**config.mk**
```make
export PLATFORM = sky130hd
export DESIGN_NAME = iomem_cmd_master_flat
export DESIGN_NICKNAME = d
export VERILOG_FILES = /design/src/rtl/iomem_cmd_master_if.sv /design/src/rtl/iomem_cmd_master.sv /design/src/flat_wrapper.sv
export SDC_FILE = /design/constraint.sdc
export NUM_CORES = 1
export LEC_CHECK = 0
export CORE_ASPECT_RATIO = 0.6
export CORE_MARGIN = 1
export CORE_UTILIZATION = 44
export DETAILED_ROUTE_END_ITERATION = 10
export HOLD_SLACK_MARGIN = 0.05
export PLACE_DENSITY_LB_ADDON = 0.12
export SLEW_MARGIN = 10
export SYNTH_ARGS = -nofsm -noshare
export SYNTH_HDL_FRONTEND = slang
export SYNTH_SLANG_ARGS = --single-unit
```
**constraint.sdc**
```tcl
create_clock -name clk -period 1.85 [get_ports clk]
set_input_delay 0.185 -clock clk [delete_from_list [all_inputs] [get_ports clk]]
set_output_delay 0.185 -clock clk [all_outputs]
set_load 0.005 [all_outputs]
```
**src/rtl/iomem_cmd_master_if.sv**
```systemverilog
// Signal bundle for iomem_cmd_master: command byte stream in, response byte stream out,
// and the PicoSoC iomem initiator bus.
interface iomem_cmd_master_if;
    logic        in_valid;
    logic        in_ready;
    logic [7:0]  in_data;

    logic        out_valid;
    logic        out_ready;
    logic [7:0]  out_data;

    logic        iomem_valid;
    logic        iomem_ready;
    logic [3:0]  iomem_wstrb;
    logic [31:0] iomem_addr;
    logic [31:0] iomem_wdata;
    logic [31:0] iomem_rdata;

    modport master (
        input  in_valid, in_data, out_ready, iomem_ready, iomem_rdata,
        output in_ready, out_valid, out_data,
        output iomem_valid, iomem_wstrb, iomem_addr, iomem_wdata
    );

    modport slave (
        output in_valid, in_data, out_ready, iomem_ready, iomem_rdata,
        input  in_ready, out_valid, out_data,
        input  iomem_valid, iomem_wstrb, iomem_addr, iomem_wdata
    );
endinterface

```
**src/rtl/iomem_cmd_master.sv**
```systemverilog
// Byte-stream command interpreter that runs single 32-bit read/write transactions
// on the PicoSoC iomem bus and streams the result back.
module iomem_cmd_master #(
    parameter int unsigned TIMEOUT = 255
) (
    input  logic               clk,
    input  logic               resetn,
    iomem_cmd_master_if.master bus
);

    typedef enum logic [2:0] {
        IDLE,
        ADDR,
        STRB,
        WDATA,
        BUS,
        RESP
    } state_e;

    localparam int unsigned      CNT_W    = (TIMEOUT > 0) ? $clog2(TIMEOUT + 1) : 1;
    localparam logic [CNT_W-1:0] CNT_LAST = CNT_W'((TIMEOUT > 0) ? (TIMEOUT - 1) : 0);

    localparam logic [7:0] OP_WRITE  = 8'h57;
    localparam logic [7:0] OP_READ   = 8'h52;
    localparam logic [7:0] RSP_OK    = 8'h4B;
    localparam logic [7:0] RSP_UNK   = 8'h3F;
    localparam logic [7:0] RSP_TIMEO = 8'h54;

    state_e           state_q,    state_d;
    logic [31:0]      addr_q,     addr_d;
    logic [31:0]      wdata_q,    wdata_d;
    logic [3:0]       wstrb_q,    wstrb_d;
    logic             isWrite_q,  isWrite_d;
    logic [1:0]       byteCnt_q,  byteCnt_d;
    logic             busValid_q, busValid_d;
    logic [CNT_W-1:0] toCnt_q,    toCnt_d;
    logic             outValid_q, outValid_d;
    logic [7:0]       outData_q,  outData_d;
    logic [23:0]      respBuf_q,  respBuf_d;
    logic [1:0]       respLeft_q, respLeft_d;

    logic inReady;
    logic inFire;

    assign inReady = resetn && (state_q inside {IDLE, ADDR, STRB, WDATA});
    assign inFire  = inReady && bus.in_valid;

    assign bus.in_ready    = inReady;
    assign bus.out_valid   = outValid_q;
    assign bus.out_data    = outData_q;
    assign bus.iomem_valid = busValid_q;
    assign bus.iomem_addr  = addr_q;
    assign bus.iomem_wdata = wdata_q;
    assign bus.iomem_wstrb = wstrb_q;

    always_comb begin
        state_d    = state_q;
        addr_d     = addr_q;
        wdata_d    = wdata_q;
        wstrb_d    = wstrb_q;
        isWrite_d  = isWrite_q;
        byteCnt_d  = byteCnt_q;
        busValid_d = busValid_q;
        toCnt_d    = toCnt_q;
        outValid_d = outValid_q;
        outData_d  = outData_q;
        respBuf_d  = respBuf_q;
        respLeft_d = respLeft_q;

        case (state_q)
            IDLE: begin
                if (inFire) begin
                    byteCnt_d = 2'd0;
                    if (bus.in_data == OP_WRITE) begin
                        isWrite_d = 1'b1;
                        state_d   = ADDR;
                    end else if (bus.in_data == OP_READ) begin
                        isWrite_d = 1'b0;
                        wstrb_d   = 4'h0;
                        state_d   = ADDR;
                    end else begin
                        outValid_d = 1'b1;
                        outData_d  = RSP_UNK;
                        respLeft_d = 2'd0;
                        state_d    = RESP;
                    end
                end
            end

            ADDR: begin
                if (inFire) begin
                    addr_d    = {addr_q[23:0], bus.in_data};
                    byteCnt_d = byteCnt_q + 2'd1;
                    if (byteCnt_q == 2'd3) begin
                        if (isWrite_q) begin
                            state_d = STRB;
                        end else begin
                            busValid_d = 1'b1;
                            toCnt_d    = '0;
                            state_d    = BUS;
                        end
                    end
                end
            end

            STRB: begin
                if (inFire) begin
                    wstrb_d   = bus.in_data[3:0];
                    byteCnt_d = 2'd0;
                    state_d   = WDATA;
                end
            end

            WDATA: begin
                if (inFire) begin
                    wdata_d   = {wdata_q[23:0], bus.in_data};
                    byteCnt_d = byteCnt_q + 2'd1;
                    if (byteCnt_q == 2'd3) begin
                        busValid_d = 1'b1;
                        toCnt_d    = '0;
                        state_d    = BUS;
                    end
                end
            end

            BUS: begin
                // Ready is checked first so a completion on the terminal count still wins.
                if (bus.iomem_ready) begin
                    busValid_d = 1'b0;
                    outValid_d = 1'b1;
                    state_d    = RESP;
                    if (isWrite_q) begin
                        outData_d  = RSP_OK;
                        respLeft_d = 2'd0;
                    end else begin
                        outData_d  = bus.iomem_rdata[31:24];
                        respBuf_d  = bus.iomem_rdata[23:0];
                        respLeft_d = 2'd3;
                    end
                end else if ((TIMEOUT != 0) && (toCnt_q == CNT_LAST)) begin
                    busValid_d = 1'b0;
                    outValid_d = 1'b1;
                    outData_d  = RSP_TIMEO;
                    respLeft_d = 2'd0;
                    state_d    = RESP;
                end else begin
                    toCnt_d = toCnt_q + 1'b1;
                end
            end

            RESP: begin
                if (bus.out_ready) begin
                    if (respLeft_q == 2'd0) begin
                        outValid_d = 1'b0;
                        state_d    = IDLE;
                    end else begin
                        outData_d  = respBuf_q[23:16];
                        respBuf_d  = {respBuf_q[15:0], 8'h00};
                        respLeft_d = respLeft_q - 2'd1;
                    end
                end
            end

            default: begin
                state_d = IDLE;
            end
        endcase
    end

    always_ff @(posedge clk) begin
        if (!resetn) begin
            state_q    <= IDLE;
            addr_q     <= '0;
            wdata_q    <= '0;
            wstrb_q    <= '0;
            isWrite_q  <= 1'b0;
            byteCnt_q  <= '0;
            busValid_q <= 1'b0;
            toCnt_q    <= '0;
            outValid_q <= 1'b0;
            outData_q  <= '0;
            respBuf_q  <= '0;
            respLeft_q <= '0;
        end else begin
            state_q    <= state_d;
            addr_q     <= addr_d;
            wdata_q    <= wdata_d;
            wstrb_q    <= wstrb_d;
            isWrite_q  <= isWrite_d;
            byteCnt_q  <= byteCnt_d;
            busValid_q <= busValid_d;
            toCnt_q    <= toCnt_d;
            outValid_q <= outValid_d;
            outData_q  <= outData_d;
            respBuf_q  <= respBuf_d;
            respLeft_q <= respLeft_d;
        end
    end

endmodule

```
**src/flat_wrapper.sv**
```systemverilog
// flat-port wrapper written by rule: the top's interface ports become plain ports
module iomem_cmd_master_flat 
#(
    parameter int unsigned TIMEOUT = 255
)
  (clk, resetn, bus_in_valid, bus_in_data, bus_out_ready, bus_iomem_ready, bus_iomem_rdata, bus_in_ready, bus_out_valid, bus_out_data, bus_iomem_valid, bus_iomem_wstrb, bus_iomem_addr, bus_iomem_wdata);
  iomem_cmd_master_if bus_i ();
  input  logic clk;
  input  logic resetn;
  input wire logic [$bits(bus_i.in_valid)-1:0] bus_in_valid;
  input wire logic [$bits(bus_i.in_data)-1:0] bus_in_data;
  input wire logic [$bits(bus_i.out_ready)-1:0] bus_out_ready;
  input wire logic [$bits(bus_i.iomem_ready)-1:0] bus_iomem_ready;
  input wire logic [$bits(bus_i.iomem_rdata)-1:0] bus_iomem_rdata;
  output wire logic [$bits(bus_i.in_ready)-1:0] bus_in_ready;
  output wire logic [$bits(bus_i.out_valid)-1:0] bus_out_valid;
  output wire logic [$bits(bus_i.out_data)-1:0] bus_out_data;
  output wire logic [$bits(bus_i.iomem_valid)-1:0] bus_iomem_valid;
  output wire logic [$bits(bus_i.iomem_wstrb)-1:0] bus_iomem_wstrb;
  output wire logic [$bits(bus_i.iomem_addr)-1:0] bus_iomem_addr;
  output wire logic [$bits(bus_i.iomem_wdata)-1:0] bus_iomem_wdata;
  assign bus_i.in_valid = bus_in_valid;
  assign bus_i.in_data = bus_in_data;
  assign bus_i.out_ready = bus_out_ready;
  assign bus_i.iomem_ready = bus_iomem_ready;
  assign bus_i.iomem_rdata = bus_iomem_rdata;
  assign bus_in_ready = bus_i.in_ready;
  assign bus_out_valid = bus_i.out_valid;
  assign bus_out_data = bus_i.out_data;
  assign bus_iomem_valid = bus_i.iomem_valid;
  assign bus_iomem_wstrb = bus_i.iomem_wstrb;
  assign bus_iomem_addr = bus_i.iomem_addr;
  assign bus_iomem_wdata = bus_i.iomem_wdata;
  iomem_cmd_master #(.TIMEOUT(TIMEOUT)) u_core (.clk(clk), .resetn(resetn), .bus(bus_i));
endmodule
```
==> results of run 1 <==
-- cells in the mapped netlist (2+ instances only) --
| cell | count |
|---|---|
| o211ai_1 | 3 |
| o211a_1 | 2 |
| and3_1 | 2 |
| nand3_1 | 38 |
| nor3_1 | 8 |
| inv_2 | 2 |
| a211oi_1 | 2 |
| buf_2 | 2 |
| and2_1 | 2 |
| buf_4 | 2 |
| buf_1 | 2 |
| o21ai_0 | 16 |
| inv_1 | 8 |
| nand3b_1 | 2 |
| a311oi_1 | 16 |
| clkbuf_1 | 43 |
| nand2_1 | 185 |
| nand4_1 | 3 |
| nor2_1 | 31 |
| a311oi_2 | 2 |
| xnor2_1 | 7 |
| ha_1 | 4 |
| mux2i_1 | 14 |
| nand2b_1 | 4 |
| a21oi_1 | 86 |
| dfxtp_1 | 118 |
| nor2b_1 | 3 |
| o41ai_1 | 2 |
-- how the worst max path moves through the flow --
stage / slack, ps / cells past startpoint / end / from
after floorplan: 50 / 7 / u_core.toCnt_q[7] / u_core.byteCnt_q[0]
after global placement: -370 / 6 / u_core.bus.out_data[2] / bus_in_data[3]
after detailed placement: -390 / 6 / u_core.bus.out_data[6] / bus_in_data[2]
after CTS: 20 / 6 / u_core.toCnt_q[7] / u_core.byteCnt_q[1]
after global routing: -60 / 6 / u_core.toCnt_q[7] / u_core.byteCnt_q[1]
final: -20 / 6 / u_core.toCnt_q[6] / u_core.byteCnt_q[1]
-- flip-flops by register name, summed over array words and instances, names as in the netlist --
register / cells
u_core.respBuf_q: 24
u_core.bus.iomem_wdata: 32
u_core.respLeft_q: 2
u_core.bus.out_valid: 1
u_core.bus.iomem_addr: 32
u_core.bus.out_data: 8
u_core.bus.iomem_valid: 1
u_core.byteCnt_q: 2
u_core.state_q: 3
u_core.toCnt_q: 8
u_core.bus.iomem_wstrb: 4
u_core.isWrite_q: 1
-- area by class of cell --
cell class	count	area share [%]
Tap cell	139	2.36
Timing Repair Buffer	178	23.8
Clock buffer	18	5.97
Clock inverter	14	3.03
Inverter	10	0.510
Sequential cell	118	32.1
Multi-Input combinational cell	449	32.2
-- cell families (layout without fill, tap and decap cells) --
kind of cell / count (synthesis) / count (layout) / share of synthesized area [%]
DFF: 118 / 118 / 48.0
adders and majority gates: 4 / 4 / 1.02
muxes: 14 / 14 / 2.85
buffers and inverters: 60 / 220 / 4.93
xor gates and xnor gates: 8 / 8 / 1.42
and+or+nand+nor: 287 / 287 / 24.9
AOI/OAI and AO/OA: 136 / 136 / 16.9
-- per-layer routing --
metal | global-route usage, % | share of wire, % | vias to the layer above
li1 | - | - | 2421
met1 | 36.2 | 47 | 2426
met2 | 40.7 | 44 | 201
met3 | 6.14 | 7.5 | 23
met4 | 9.70 | 1.3 | 0
met5 | 0 | 0 | -
-- power groups by stage --
stage,Combinational [W],Sequential [W],Clock (W)
after floorplan,0.000500,0.00275,0
after global placement,0.000914,0.00277,0
after detailed placement,0.000943,0.00277,0
after CTS,0.000951,0.00272,0.00372
after global routing,0.00107,0.00274,0.00384
final,0.000995,0.00273,0.00368
-- per-stage QoR --
stage	instance area, um2	cells	util (%)	hold slack [ps]
detailed placement	6610	892	61.7	448
CTS	7290	924	68.1	326
floorplan	4920	627	-	321
global placement	6610	892	61.7	441
global route	7360	926	68.8	346
finish	7360	926	68.8	335
-- worst max-delay path: stages (launching register included) --
cell and delay [ps]:
dfxtp_2 360, ha_4 160, nand3_2 70, or4_4 600, a211oi_2 320, xnor2_1 170, nor2_1 60
-- what timing repair did --
action | CTS | global route
hold buffers | 0 | 0
cloned | 0 | 1
pin swaps | 1 | 4
resized for setup | 6 | 12
buffers inserted | 0 | 1
setup endpoints to repair | 13 | 21
==> out/metrics.yaml, run 1 <==
outcome:
  status: "finished, violations left"
  violations: "DRC, setup timing"
synthesis:
  synth_area_leaders: "dfxtp_1, nand2_1, a21oi_1"
  async_flop_share_pct: 0
  synth.top_cell.area_share_pct: 48.0
  ys.flop_type: "dfxtp_1"
  yosysWarningCount: 0
  yosysSeqAreaShare_pct: 48.0
  synth_fp_nets: 676
  avgSynthCellArea_um2: 7.85
  ys_ff_latch: 118
  postSynthCellCount: 627
  synth_top_area_cell: "dfxtp_1"
  ys_types: 46
  synth_edf_count: 0
  netlist_area_um2: 4920
routing:
  dr.pass1.iters: 9
  wl_per_cell_um: 16.4
  drtAntennaViolNets: 0
  routed_via_density: 5.48
  via_count: 5071
  drt_wl_total_um: 15200
  drc: 14
  drt_iter0_drc: 500
sta:
  setup-tns-final_ps: -30.0
  slew_violations: 0
  setup_violations: 2
  max_clock_freq_mhz: 535
  worst_slack_ps: -20.6
  finClkSkew_ps: 9.27
  fin_crit_ps: 1870
  tightest_slew_ps: 387
  finalHoldViolations: 0
  rsz0062_at_grt: "yes"
  final.period_utilization_pct: 101
  relSlewSlack_pct: 74.1
placed_design:
  hpwl_um: 10300
  dp_slack_ps: -388
  io_buffer_count: 123
  globalplace.congestion: 0.874
layout:
  multiInputGateArea_um2: 2370
  final_common_cell: "nand2_1"
  n_fill_cell: 831
  drive_above_1_share_pct: 14.0
  seqCellArea_um2: 2370
  fin_nets: 823
  diodes: 0
  most-common-layout-cells: "nand2_1, clkdlybuf4s50_1, dfxtp_1, a21oi_1, buf_4"
  area_growth_pct: 49.6
critical_path:
  critPathRequiredTime_ps: 2140
  endpoint_kind: "flop"
  cp_max_fo: 6
  arrival_ps: 2170
  worst-setup-path-type: "reg -> reg"
  reg2reg_from: "u_core.byteCnt_q[1]"
  startpoint_type: "flop"
  reg2reg_slack_ps: -20
  r2r_end: "u_core.toCnt_q[6]"
  reg2reg_depth: 6
floorplan:
  chipWidth_um: 139
  initial_core_util_pct: 46.0
  row_count: 29
  die-area_um2: 11600
  io_pins: 124
  die_h_um: 83.9
  core_um2: 10700
clock_network:
  cts_tree: "yes"
  cts_num_sinks: 118
  root_buffer: "clkbuf_16"
  clk_pin_slew_worst_paths_ps: 60
  numCtsBuffers: 17
  cts_max_level: 4
  clock_path_buffers: 2
  insertion_delay_ps: 420
global_route:
  grt.overflow.total: 0
  grtUsageTotal_pct: 26.4
  grt_pass1_wl_um: 24200
  grt_antenna_before_repair: 0
  grt_start_max_net_pins: 49
  grt_pass1_vias: 4809
pwr:
  p_sw_w: 0.00184
  p_clk_share_pct: 49.7
  p_leak_nw: 2.61
  seq_power_share_pct: 36.8
  power_w: 0.00741
  switching_share_pct: 24.9
  pwr_density_cell_nw_per_um2: 1010
  internal-power_w: 0.00557
  ir_drop_v: 0.000661
  combPwrFrac_pct: 13.4
worst_hold_path:
  hp-class: "in -> reg"
  whs_path_depth: 3
  hp-start: "bus_iomem_rdata[6]"
  holdPathEnd: "u_core.respBuf_q[6]"
job:
  max_cap_violations: 0
Power figures use the tool's default switching activity.
==> run 2, diff against run 1 <==
--- a/config.mk
+++ b/config.mk
@@ -11,6 +11,7 @@
 export DETAILED_ROUTE_END_ITERATION = 10
 export HOLD_SLACK_MARGIN = 0.05
 export PLACE_DENSITY_LB_ADDON = 0.12
+export RECOVER_POWER = 100
 export SLEW_MARGIN = 10
 export SYNTH_ARGS = -nofsm -noshare
 export SYNTH_HDL_FRONTEND = slang
==> run 2 against run 1 <==
  * The flow still finishes with violations (DRC, setup timing)
  * Final area is 0.17% lower
  * Die area stayed put
  * Hold slack worse by 5.1 ps
  * Power is 0.31% lower
  * Critical path depth stayed put
  * Cell count stayed put
  * Combinational power is 2% lower
  * First-iteration DRC count is 3.4% higher
  * Routed wire length is 0.19% lower
  * Critical endpoint unchanged
==> out/metrics.yaml, run 2 (synthesized netlist as in run 1, its figures left out) <==
outcome:
  status: "finished, violations left"
  violations: "DRC, setup timing"
routing:
  drt_wl_total_um: 15200  # -0.19%
  dr.pass1.iters: 8  # -1
  drc: 14  # unchanged
  via_count: 5110  # +0.77%
  wl_per_cell_um: 16.4  # -0.19%
  drt_iter0_drc: 517  # +3.4%
  drtAntennaViolNets: 0  # unchanged
  routed_via_density: 5.52  # +0.77%
critical_path:
  path_cells: "ha_4 > nand3_2 > or4_4 > a211oi_2 > xnor2_1 > nor2_1"
  crit_slowest_cell: "or4_4"
  arrival_ps: 2170  # about the same
  cp_max_fo: 6  # unchanged
  endpoint_kind: "flop"
  r2r_end: "u_core.toCnt_q[6]"
  startpoint_type: "flop"
  worst-setup-path-type: "reg -> reg"
  critPathRequiredTime_ps: 2150  # about the same
  cpLargestDelayFamily: "simple AND/OR/NAND/NOR gates"
  reg2reg_slack_ps: -20  # about the same
  critPathBufInv: 0  # unchanged
  slowest_delay_ps: 600  # about the same
  reg2reg_depth: 6  # unchanged
  reg2reg_from: "u_core.byteCnt_q[1]"
floorplan:
  row_count: 29  # unchanged
  core_um2: 10700  # unchanged
  io_pins: 124  # unchanged
  chipWidth_um: 139  # unchanged
  die-area_um2: 11600  # unchanged
  die_h_um: 83.9  # unchanged
  initial_core_util_pct: 46.0  # unchanged
pwr:
  pwr_density_cell_nw_per_um2: 1010  # -0.14%
  p_sw_w: 0.00183  # -0.35%
  switching_share_pct: 24.8  # about the same
  seq_power_share_pct: 36.9  # about the same
  combPwrFrac_pct: 13.2  # -0.2 points
  internal-power_w: 0.00555  # -0.30%
  p_clk_share_pct: 49.8  # about the same
  ir_drop_v: 0.000659  # -0.29%
  p_leak_nw: 2.81  # +7.6%
global_route:
  grt_start_max_net_pins: 49  # unchanged
  grt_pass1_wl_um: 24200  # unchanged
  grt_pass1_vias: 4809  # unchanged
  grt_antenna_before_repair: 0  # unchanged
  grtUsageTotal_pct: 26.4  # unchanged
  grt.overflow.total: 0  # unchanged
worst_hold_path:
  hp-class: "in -> reg"
  holdPathEnd: "u_core.respBuf_q[4]"
  hp-start: "bus_iomem_rdata[4]"
  whs_path_depth: 3  # unchanged
clock_network:
  cts_max_level: 4  # unchanged
  clock_path_buffers: 2  # unchanged
  numCtsBuffers: 17  # unchanged
  clk_pin_slew_worst_paths_ps: 60  # about the same
  cts_tree: "yes"
  hold_buffers: 0  # unchanged
  root_buffer: "clkbuf_16"
  insertion_delay_ps: 420  # about the same
  cts_num_sinks: 118  # unchanged
layout:
  most-common-layout-cells: "nand2_1, dfxtp_1, a21oi_1, clkdlybuf4s50_1, dlygate4sd3_1"
  diodes: 0  # unchanged
  final_common_cell: "nand2_1"
  multiInputGateArea_um2: 2370  # unchanged
  area_growth_pct: 49.3
  fin_nets: 823  # unchanged
  n_fill_cell: 833  # +0.24%
  drive_above_1_share_pct: 13.9  # -0.13 points
  seqCellArea_um2: 2370  # unchanged
sta:
  final.period_utilization_pct: 101  # about the same
  finClkSkew_ps: 9.31  # +0.0406 ps
  worst_slack_ps: -19.6  # +1.03 ps
  finalHoldViolations: 0  # unchanged
  tightest_slew_ps: 571  # +184 ps
  setup-tns-final_ps: -29.0  # +1.03 ps
  setup_violations: 2  # unchanged
  slew_violations: 0  # unchanged
  max_clock_freq_mhz: 535  # about the same
  rsz0062_at_grt: "yes"
  relSlewSlack_pct: 61.9  # -12 points
  worst_hold_slack_ps: 330  # -5.12 ps
  fin_crit_ps: 1870  # -1.03 ps
placed_design:
  globalplace.congestion: 0.874  # unchanged
  hpwl_um: 10300  # unchanged
  io_buffer_count: 123  # unchanged
job:
  max_cap_violations: 0  # unchanged
-- run 2: cell count changes in the layout (fill, tap and decap cells not counted), sizes merged --
cell	previous run	this run
clkdlybuf4s50	122	63
buf	54	53
clkbuf	19	20
dlygate4sd3	0	59
-- run 2: worst max-delay path by stage --
stage	from	to	slack, ps	cells past startpoint
after floorplan	u_core.byteCnt_q[0]	u_core.toCnt_q[7]	50	7
after global placement	bus_in_data[3]	u_core.bus.out_data[2]	-370	6
after detailed placement	bus_in_data[2]	u_core.bus.out_data[6]	-390	6
after CTS	u_core.byteCnt_q[1]	u_core.toCnt_q[7]	20	6
after global routing	u_core.byteCnt_q[1]	u_core.toCnt_q[7]	-60	6
final	u_core.byteCnt_q[1]	u_core.toCnt_q[6]	-20	6
-- run 2: stage by stage --
| step | power [W] | util, % | setup slack (ps) | instance area, um2 | instances |
|---|---|---|---|---|---|
| floorplan | 0.00325 | - | 45.9 | 4920 | 627 |
| global placement | 0.00369 | 61.7 | -368 | 6610 | 892 |
| detailed placement | 0.00372 | 61.7 | -388 | 6610 | 892 |
| CTS | 0.00739 | 68.1 | 23.6 | 7290 | 924 |
| global route | 0.00762 | 68.6 | -63.5 | 7350 | 926 |
| finish | 0.00738 | 68.6 | -19.6 | 7350 | 926 |
-- run 2: cell type report --
cell class | count | share of cell area (%)
well taps | 139 | 2.37
repair buffers | 178 | 23.7
multi-input cells | 449 | 32.2
clock inverters | 14 | 3.03
clock buffers | 18 | 5.98
inverters | 10 | 0.511
flip-flops and latches | 118 | 32.2
-- run 2: routing by layer --
metal | GRT usage, % | up-vias | wire (um)
met4 | 9.70 | 0 | 214
li1 | - | 2423 | -
met5 | 0 | - | 0
met2 | 40.7 | 202 | 6650
met3 | 6.14 | 22 | 1090
met1 | 36.2 | 2463 | 7200
-- run 2: what timing repair did --
| action | in CTS | in global routing |
|---|---|---|
| setup buffers | 0 | 1 |
| pin swaps | 1 | 4 |
| gates cloned | 0 | 1 |
| setup endpoints to repair | 13 | 21 |
| gates resized for setup | 6 | 12 |
-- run 2: power groups by stage --
stage	combinational, W	sequential [W]	clock [W]
after global placement	0.000914	0.00277	0
final	0.000977	0.00273	0.00368
after global routing	0.00105	0.00274	0.00384
after floorplan	0.000500	0.00275	0
after CTS	0.000951	0.00272	0.00372
after detailed placement	0.000943	0.00277	0
-- run 2: worst register-to-register path, cell delays in order (launching register included) --
cell and delay (ps):
dfxtp_2 360, ha_4 160, nand3_2 70, or4_4 600, a211oi_2 330, xnor2_1 180
nor2_1 60
